## config.mk

```make
export PLATFORM = sky130hd
export DESIGN_NAME = branch_compare
export DESIGN_NICKNAME = d
export VERILOG_FILES = /design/src/rtl/mips_isa_pkg.sv /design/src/rtl/branch_cond_logic.sv /design/src/rtl/branch_compare.sv
export SDC_FILE = /design/constraint.sdc
export NUM_CORES = 1
export LEC_CHECK = 0
export CAP_MARGIN = 15
export CORE_MARGIN = 2
export CORE_UTILIZATION = 23
export DETAILED_ROUTE_END_ITERATION = 10
export PLACE_DENSITY = 0.95
export SLEW_MARGIN = 20
export SYNTH_ARGS = -nofsm -noshare
export SYNTH_HDL_FRONTEND = slang
export SYNTH_SLANG_ARGS = --single-unit
```

## constraint.sdc

```tcl
create_clock -name CLK -period 5.1 [get_ports CLK]
set_clock_uncertainty 0.1 [all_clocks]
set_input_delay 1.02 -clock CLK [delete_from_list [all_inputs] [get_ports CLK]]
set_output_delay 1.02 -clock CLK [all_outputs]
set_load 0.01 [all_outputs]
```

## src/rtl/mips_isa_pkg.sv

```systemverilog
// Shared MIPS ISA definitions: opcode and REGIMM rt encodings plus field-extract helpers.
package mips_isa_pkg;

    localparam int OPCODE_W = 6;
    localparam int RT_W     = 5;

    typedef logic [OPCODE_W-1:0] opcode_t;
    typedef logic [RT_W-1:0]     rt_t;

    localparam opcode_t OP_REGIMM = 6'b000001;
    localparam opcode_t OP_BEQ    = 6'b000100;
    localparam opcode_t OP_BNE    = 6'b000101;
    localparam opcode_t OP_BLEZ   = 6'b000110;
    localparam opcode_t OP_BGTZ   = 6'b000111;
    localparam opcode_t OP_BEQL   = 6'b010100;
    localparam opcode_t OP_BNEL   = 6'b010101;
    localparam opcode_t OP_BLEZL  = 6'b010110;
    localparam opcode_t OP_BGTZL  = 6'b010111;

    localparam rt_t RT_BLTZ   = 5'b00000;
    localparam rt_t RT_BGEZ   = 5'b00001;
    localparam rt_t RT_BLTZAL = 5'b10000;
    localparam rt_t RT_BGEZAL = 5'b10001;

    // Primary opcode lives in the top six bits of every instruction format.
    function automatic opcode_t getOpcode(input logic [31:0] instrWord);
        return instrWord[31:26];
    endfunction

    // For REGIMM the rt slot selects the branch flavour rather than a register.
    function automatic rt_t getRt(input logic [31:0] instrWord);
        return instrWord[20:16];
    endfunction

endpackage

```

## src/rtl/branch_cond_logic.sv

```systemverilog
// Pure combinational branch decode and condition evaluation.
module branch_cond_logic
    import mips_isa_pkg::*;
#(
    parameter int DATA_W  = 32,
    parameter int INSTR_W = 32
) (
    input  logic               jump,
    input  logic [DATA_W-1:0]  op_a,
    input  logic [DATA_W-1:0]  op_b,
    input  logic [INSTR_W-1:0] instr,
    output logic               is_branch,
    output logic               taken
);

    opcode_t opcode;
    rt_t     rtField;
    logic    aNeg;
    logic    aZero;
    logic    abEqual;
    logic    cond;

    assign opcode  = getOpcode(instr[31:0]);
    assign rtField = getRt(instr[31:0]);
    assign aNeg    = op_a[DATA_W-1];
    assign aZero   = (op_a == '0);
    assign abEqual = (op_a == op_b);

    // Decode the branch kind and pick its condition; a jump overrides everything.
    always_comb begin
        is_branch = 1'b0;
        cond      = 1'b0;
        unique case (opcode)
            OP_BEQ, OP_BEQL: begin
                is_branch = 1'b1;
                cond      = abEqual;
            end
            OP_BNE, OP_BNEL: begin
                is_branch = 1'b1;
                cond      = !abEqual;
            end
            OP_BLEZ, OP_BLEZL: begin
                is_branch = 1'b1;
                cond      = aNeg | aZero;
            end
            OP_BGTZ, OP_BGTZL: begin
                is_branch = 1'b1;
                cond      = !aNeg & !aZero;
            end
            OP_REGIMM: begin
                if (rtField == RT_BLTZ || rtField == RT_BLTZAL) begin
                    is_branch = 1'b1;
                    cond      = aNeg;
                end else if (rtField == RT_BGEZ || rtField == RT_BGEZAL) begin
                    is_branch = 1'b1;
                    cond      = !aNeg;
                end
            end
            default: begin
                is_branch = 1'b0;
                cond      = 1'b0;
            end
        endcase
        if (jump) begin
            is_branch = 1'b0;
        end
        taken = is_branch & cond;
    end

endmodule

```

## src/rtl/branch_compare.sv

```systemverilog
// Branch-condition evaluator: combinational decision plus freezable registered copies.
module branch_compare
    import mips_isa_pkg::*;
#(
    parameter int DATA_W  = 32,
    parameter int INSTR_W = 32
) (
    input  logic               CLK,
    input  logic               RESET,
    input  logic               freeze,
    input  logic               jump,
    input  logic [DATA_W-1:0]  op_a,
    input  logic [DATA_W-1:0]  op_b,
    input  logic [INSTR_W-1:0] instr,
    output logic               is_branch,
    output logic               taken,
    output logic               taken_q,
    output logic               is_branch_q
);

    logic taken_d;
    logic is_branch_d;

    branch_cond_logic #(
        .DATA_W (DATA_W),
        .INSTR_W(INSTR_W)
    ) u_cond (
        .jump     (jump),
        .op_a     (op_a),
        .op_b     (op_b),
        .instr    (instr),
        .is_branch(is_branch),
        .taken    (taken)
    );

    // Freeze holds the pipeline copy; otherwise capture the live decision.
    always_comb begin
        taken_d     = taken_q;
        is_branch_d = is_branch_q;
        if (!freeze) begin
            taken_d     = taken;
            is_branch_d = is_branch;
        end
    end

    // Pipeline registers, cleared asynchronously while RESET is low.
    always_ff @(posedge CLK or negedge RESET) begin
        if (!RESET) begin
            taken_q     <= 1'b0;
            is_branch_q <= 1'b0;
        end else begin
            taken_q     <= taken_d;
            is_branch_q <= is_branch_d;
        end
    end

endmodule

```

; Word level (Yosys, flattened, before mapping)
; Index checks and enable logic that the tools add are counted.
[word_totals]
output_inout_bits = 4
word_cells = 37
ff_bits = 2
input_bits = 100
[op_classes]
bitwise_logic = 3
n_eq_ne = 13
n_reduce_logical = 12
n_mux = 7
[op_table]
columns = cell, n
row1 = 32-bit equality test, 1
row2 = 32-bit logical NOT, 1
row3 = 6-bit by 3-bit equality test with 1-bit output (second input constant), 4
row4 = 6-bit by 5-bit equality test with 1-bit output (second input constant), 4
row5 = 5-bit equality test (second input constant), 2
row6 = 2-bit OR reduction, 4
row7 = 8-bit OR reduction, 1
row8 = 6-bit by 1-bit equality test with 1-bit output (second input constant), 1
row9 = 5-bit by 1-bit equality test with 1-bit output (second input constant), 1
row10 = 5-bit logical NOT, 1
row11 = 1-bit 2-to-1 mux, 5
row12 = 1-bit case mux with 5 select lines, 1
row13 = 1-bit logical NOT, 3
row14 = 1-bit bitwise AND, 2
row15 = 1-bit logical OR, 2
row16 = 1-bit case mux with 2 select lines, 1
row17 = 1-bit bitwise OR, 1

; Longest topological paths before layout
; Gate-level depths: netlist of run 1.
[logic_depth]
ltp_word = 7
depth_mapped = 6
depth_no_buf = 6

; Cells and area by module
; From an unflattened synthesis of run 1, not the netlist that was laid out.
[hier_totals]
hier_cells = 71
area_unflattened_um2 = 594.3
[by_module_without_submodules]
columns = module, cells_each, n_inst, seq_area_each_um2, area_each_um2
row1 = branch_cond_logic, 67, 1, 0.0, 521.8
row2 = branch_compare, 4, 1, 50.0, 72.6

; Worst setup path before layout of run 1
; Ideal clock, no wire load.
[synth_timing]
path_kind = input to output
from = input port op_a[25]
to = output port taken
arrival_ns = 2.035
path_buffers = 0
setup_slack_ns = 1.945
required_time_ns = 3.980
cell_stages = 6
cell_sequence = nor4_1 nand4_1 o21bai_2 xnor2_1 o22a_1 a21oi_1
[synth_via]
elab_chain_len = 5
elab_cells_between_ends = 8
classes_between = 1 x eq/ne / 1 x mux / 3 x bitwise / 3 x reduce/logical
[synth_rtl]
columns = item, line
row1 = from (decl), branch_compare.sv:12  ; input logic [DATA_W-1:0] op_a,
row2 = 32-bit logical NOT, branch_cond_logic.sv:26  ; assign aZero = (op_a == '0);
row3 = 1-bit logical NOT, branch_cond_logic.sv:48  ; cond = !aNeg & !aZero;
row4 = 1-bit bitwise AND, branch_cond_logic.sv:48
row5 = 1-bit case mux with 5 select lines *, branch_cond_logic.sv:33  ; unique case (opcode)
row6 = 1-bit bitwise AND *, branch_cond_logic.sv:67  ; taken = is_branch & cond;
row7 = to (decl), branch_compare.sv:16  ; output logic taken,
; Every way passes the cells marked *; elsewhere a longest branch is shown, timed or not.

; Worst setup path after layout of run 1
[layout_timing]
from = input port op_a[22]
to = output port taken
; Same word-level chain as after synthesis.

==> results.md, run 1 <==
* Outcome: completed
* Most common cell after layout, fill and taps aside: clkdlybuf4s50_1
* Post_cts resized at 0
* Vias in the first global route at 1,017
* All-layer global routing usage at 18.43%
* Clock sink count at 2
* First-pass GRT wire length at roughly 4.5 mm
* Drt first pass iters at 4
* Crit path kind: input pin to output port
* Worst Path Buf+Inv at 2
* Slew Limit Headroom at a little over 70%
* Synth Instances at 77
* Primary FF master, synth: dfrtp_1
* Worst Hold Class: register to register
* Syn_area_per_cell at approximately 7.9 µm²
* TNS Setup at 0 ns
* Post-DP HPWL at 2.464 mm
* Synth Warn # at 0
* Initial DRC Count at 31
* Die width at ~55 µm
* Fin crit period at around 4.3 ns
* DIE AREA at 3071 µm²
* DR DRC count at 0
* Gp weighted congestion at roughly 0.83
* CTS max path bufs at 2
* Area of placed instances at 1456 µm²
* CP max-delay cell: clkdlybuf4s50_1
* Commonest cells after routing, fill and taps aside: 81 x clkdlybuf4s50_1, 32 x xor2_1, 15 x nor4_1
* CP required at 3.98 ns
* Port buffer count at 81
* H-Tree Level Count at 1
* Final setup violation count at 0
* Crit Path Max Fanout at 2
* Worst Reg-to-Reg Cells at 2
* Ant diodes at 0
* Pwr/cell area at around 100 nW/µm²
* Final wirelength at ~2.7 mm
* Cell count along the critical path at 8
* Final core utilization at around three fifths
* Final Cell Area at around 1500 µm²
* Max incr delay on CP at 0.55 ns
* Die Height at 55.42 µm
* Most frequent CP cell: clkdlybuf4s50_1
* FP Rows at 18
* Async SR Flop Fraction at between 90% and 100%
* FF-to-FF Start: taken_q
* Seq/Total Area, Yosys at 8.230%
* Static leakage at between 0.5 and 0.6 nW
* Final Hold Violating Endpoints at 0
* Clock buffers created by TritonCTS at 3
* Post-synthesis register bit count at 2
* Core area at between 2000 and 2500 µm²
* Power Total at ~150 µW
* Critical Path End: taken
* Worst-Margin Slew at 0.4081 ns
* Worst-path cell chain: clkdlybuf4s50_1 > nor4_1 > nand4_1 > o21bai_2 > xnor2_1 > o22a_1 > a21oi_1 > clkdlybuf4s50_1
* Clock Latency Late Sink at about 0.22 ns
* DR WL/cell at 14.13 µm
* CTS root buf: clkbuf_4
* Vias per std cell at approximately 4.7
* Crit path DAT at roughly 3.2 ns
* Initial Util at roughly a quarter
* Synth Net Count at 177
* Gr ovfl total at 0
* CP Capture Type: output port
* Clock transition at path regs at 0.03 ns
* Mapped Area at 608.1 µm²
* CP startpoint: op_a[22]
* Share of cells above drive strength 1 at approximately 4.3%
* ANT nets after route at 0
* Setup WS post-layout at ~0.78 ns
* Count of pins over their slew limit at 0
* EDFF count, synth at 0
* Max_cap viols at 0
* IO Count at about 100
* Unrepaired setup endpoints after global routing: false
* Post-CTS setup buffers at 0
* Max VDD drop at approximately 130 µV
* Final worst path period share at around 85%
* Initial antenna violation count at 0
* Yosys cell types at 23
* Startpoint Class: input pin
* Worst slack, placed at roughly 0.79 ns
* Achievable Freq at between 200 and 250 MHz
* Critical hold path startpoint: is_branch_q
* Vias at 897
* Area grow syn2layout at 143.2%
* FF-to-FF End: taken_q
* Hold_buf cts at 0
* Largest net degree at the start of global routing at 5
* CTS tree: yes
* Reg2Reg Setup Slack at between 4 and 5 ns
* Nets@finish at 263
* Family with the most delay on the worst path: buffers and inverters
[area by class of cell]
class / count / area, µm²
inverter: 2 / 7.507
fill: 217 / 1021
tap: 30 / 37.54
timing repair buffer: 81 / 810.8
clock buffer: 3 / 22.52
multi-input combinational: 73 / 550.5
sequential: 2 / 50.05
[metal layers]
| layer | part of all wire (%) | GRT usage [%] | up-vias |
|---|---|---|---|
| met3 | 4.6 | 3.513 | 4 |
| met1 | 37 | 18.90 | 393 |
| met4 | 1.7 | 5.575 | 0 |
| met5 | 0 | 0 | - |
| met2 | 56 | 36.73 | 40 |
| li1 | - | - | 460 |
[flip-flops by register name, indices dropped and copies added, names as in the netlist]
| name | cells |
|---|---|
| is_branch_q | 1 |
| taken_q | 1 |
[cells in the mapped netlist (2+ instances only)]
library cell  instances  area share, %
dfrtp_1               2            8.2
inv_1                 2            1.2
nor4_1               15             15
nand2_1               3            1.9
nor3_1                2            1.6
nand4_1               4            4.1
xnor2_1               2            2.9
xor2_1               32             46
[cells by family (layout without fill, tap and decap cells)]
kind of cell / Yosys count / in the layout / share of synthesized area [%]
xor gates and xnor gates: 34 / 34 / 48.97
and+or+nand+nor: 31 / 31 / 31.89
AOI/OAI and AO/OA: 7 / 7 / 8.024
DFF: 2 / 2 / 8.231
buffers and inverters: 2 / 86 / 1.235
muxes: 1 / 1 / 1.646
[report_power, final]
| group | internal (mW) | total (mW) | switching, mW | leakage (nW) |
|---|---|---|---|---|
| sequential | 0.0168 | 0.0171 | 0.000359 | 0.0270 |
| combinational | 0.0689 | 0.101 | 0.0323 | 0.505 |
| clock | 0.0259 | 0.0338 | 0.00795 | 0.0138 |
| total | 0.112 | 0.152 | 0.0406 | 0.546 |
[worst reg2reg max path, stage by stage, from the launching register on]
cell	delay [ns]
dfrtp_1	0.37
o21ai_0	0.17
a31oi_1	0.06
[per-stage QoR]
stage / hold WS (ns) / std cells
CTS: 0.4068 / 191
floorplan: 0.4201 / 77
global route: 0.4745 / 191
global placement: 0.3791 / 188
detailed placement: 0.3976 / 188
finish: 0.4027 / 191
[worst min-delay path by stage]
stage                     cells past startpoint  slack, ns     endpoint
after global routing                          2       0.47  is_branch_q
after global placement                        2       0.38  is_branch_q
after detailed placement                      2       0.40  is_branch_q
after CTS                                     2       0.41  is_branch_q
after floorplan                               2       0.42  is_branch_q
final                                         2       0.40  is_branch_q
Note: power is estimated with default switching activity, not from simulation.
==> run 2, diff against run 1 <==
- CORE_UTILIZATION: 23 -> 19
- PLACE_DENSITY: 0.95 -> 0.86
- clock period: 5.1 -> 3.6 ns (I/O delays scaled with it)
==> run 2 against run 1 <==
  * Wire length fell by 4.1%
  * Largest power group unchanged
  * Cell area rose by 6.1%
  * Total power rose by 47%
  * Critical path type unchanged
==> results.md, run 2 (synthesis gave the netlist of run 1 again) <==
* Outcome: completed (unchanged)
* Hold_buf cts at 0 (unchanged)
* Unrepaired setup endpoints after global routing: false (unchanged)
* Worst-path cell chain: clkdlybuf4s50_1 > xor2_1 > nor4_2 > nand4_1 > nor2_2 > mux2i_1 > a21oi_1 > dlygate4sd2_1 (was clkdlybuf4s50_1 > nor4_1 > nand4_1 > o21bai_2 > xnor2_1 > o22a_1 > a21oi_1 > clkdlybuf4s50_1)
* Initial Util at 19.92% (was 24.32%)
* Post-DP HPWL at 2.299 mm (was 2.464 mm)
* Commonest cells after routing, fill and taps aside: 80 x clkdlybuf4s50_1, 32 x xor2_1, 12 x nor4_1 (was 81 x clkdlybuf4s50_1, 32 x xor2_1, 15 x nor4_1)
* Worst slack, placed at -0.1456 ns (was 0.7873 ns)
* Max VDD drop at 76.40 µV (was 127.5 µV)
* Die Height at 60.57 µm (was 55.42 µm)
* Port buffer count at 81 (unchanged)
* Crit path DAT at 2.63 ns (was 3.20 ns)
* Die width at 60.57 µm (was 55.42 µm)
* Worst Hold Class: register to register (unchanged)
* Gp weighted congestion at 0.7689 (was 0.8267)
* CTS tree: yes (unchanged)
* Core area at 3053 µm² (was 2500 µm²)
* Static leakage at 0.5847 nW (was 0.5462 nW)
* First-pass GRT wire length at 4.015 mm (was 4.540 mm)
* Final Hold Violating Endpoints at 0 (unchanged)
* Fin cells at 212 (was 191)
* Max incr delay on CP at 0.48 ns (was 0.55 ns)
* Fin crit period at around 3.5 ns
* Crit Path Max Fanout at 2 (unchanged)
* H-Tree Level Count at 1 (unchanged)
* CTS root buf: clkbuf_4 (unchanged)
* Achievable Freq at 289.6 MHz
* Area grow syn2layout at 158.0% (was 143.2%)
* Crit path kind: input pin to output port (unchanged)
* Final setup violation count at 0 (unchanged)
* CP max-delay cell: clkdlybuf4s50_1 (unchanged)
* ANT nets after route at 0 (unchanged)
* CP Capture Type: output port (unchanged)
* Reg2Reg Setup Slack at 2.79 ns (was 4.27 ns)
* Vias at 911 (was 897)
* Initial DRC Count at 10 (was 31)
* Most common cell after layout, fill and taps aside: clkdlybuf4s50_1 (unchanged)
* Placed insts at 208 (was 188)
* Largest registers: is_branch_q x1, taken_q x1 (unchanged)
* Slew Limit Headroom at 78.49% (was 72.41%)
* Gr ovfl total at 0 (unchanged)
* Final core utilization at 51.39% (was 59.16%)
* Ant diodes at 0 (unchanged)
* Clock buffers created by TritonCTS at 3 (unchanged)
* Pwr/cell area at 142.3 nW/µm² (was 102.8 nW/µm²)
* All-layer global routing usage at 14.62% (was 18.43%)
* Clock transition at path regs at 0.03 ns (about the same)
* CTS max path bufs at 2 (unchanged)
* CP required at 2.78 ns (was 3.98 ns)
* Setup WS post-layout at 0.1474 ns (was 0.7794 ns)
* DR WL/cell at 12.20 µm (was 14.13 µm)
* Vias in the first global route at 950 (was 1,017)
* Clock sink count at 2 (unchanged)
* Drt first pass iters at 4 (unchanged)
* Worst-Margin Slew at 0.3182 ns (was 0.4081 ns)
* Final Cell Area at 1569 µm² (was 1479 µm²)
* Final wirelength at 2.587 mm (was 2.698 mm)
* FP Rows at 20 (was 18)
* Nets@finish at 270 (was 263)
* Initial antenna violation count at 0 (unchanged)
* Share of cells above drive strength 1 at 10.71% (was 4.348%)
* Startpoint Class: input pin (unchanged)
* Vias per std cell at 4.297 (was 4.696)
* Area of placed instances at 1519 µm² (was 1456 µm²)
* Count of pins over their slew limit at 0 (unchanged)
* DR DRC count at 0 (unchanged)
* DIE AREA at 3669 µm² (was 3071 µm²)
* Final worst path period share at a little over nine tenths
* Clock Latency Late Sink at 0.22 ns (about the same)
* Largest net degree at the start of global routing at 5 (unchanged)
* Max_cap viols at 0 (unchanged)
* Min Hold Slack at 0.3884 ns (was 0.4027 ns)
* IO Count at 104 (unchanged)
[run 2: cell types whose count changed in the layout (fill, tap and decap cells not counted)]
| cell | previous run | this run |
|---|---|---|
| buf_4 | 0 | 7 |
| clkdlybuf4s50_1 | 81 | 80 |
| dlygate4sd2_1 | 0 | 1 |
| nor2_1 | 1 | 0 |
| nor2_2 | 1 | 2 |
| nor4_1 | 15 | 12 |
| nor4_2 | 1 | 4 |
[run 2: worst max-delay path, delay by kind of cell]
kind	cells	cell delay, ns
buf+inv	2	0.77
mux	1	0.25
xor+xnor	1	0.21
simple gates	3	0.60
compound gates	1	0.09
[run 2: path summary, 6_finish.rpt]
path | from | depth (start not counted) | to
worst min register to register | is_branch_q | 2 | is_branch_q
max in group asynchronous | RESET | 1 | is_branch_q
min in group asynchronous | RESET | 1 | taken_q
worst max-delay path | op_a[16] | 8 | taken
worst max register to register | taken_q | 2 | taken_q
worst min-delay path | is_branch_q | 2 | is_branch_q
[run 2: layer usage]
layer / track usage, % / vias to the layer above / part of all wire, %
met3: 2.132 / 4 / 6.6
met1: 16.30 / 396 / 39
met2: 28.57 / 38 / 53
met5: 0 / - / 0
li1: - / 473 / -
met4: 3.727 / 0 / 1.5
[run 2: cell type report]
type	instances	area [µm²]
multi-input cells	73	571.8
fillers	310	1484
well taps	44	55.05
inverters	2	7.507
flip-flops and latches	2	50.05
clock buffers	3	22.52
repair buffers	88	862.1
[run 2: what timing repair did]
item	CTS	global route
pin swaps	0	0
setup endpoints to repair	1	1
setup buffers	1	0
resized for setup	4	1
[run 2: where the power goes]
group | switching, mW | total (mW) | internal (mW) | leakage [nW]
clock network | 0.0136 | 0.0504 | 0.0368 | 0.0138
logic | 0.0474 | 0.149 | 0.101 | 0.544
registers | 0.000551 | 0.0243 | 0.0237 | 0.0270
[run 2: metrics by stage]
step                setup TNS, ns  power, mW
floorplan                       0    0.05977
global placement          -0.1099     0.1691
detailed placement        -0.1456     0.1707
CTS                             0     0.2266
global route                    0     0.2393
finish                          0     0.2233
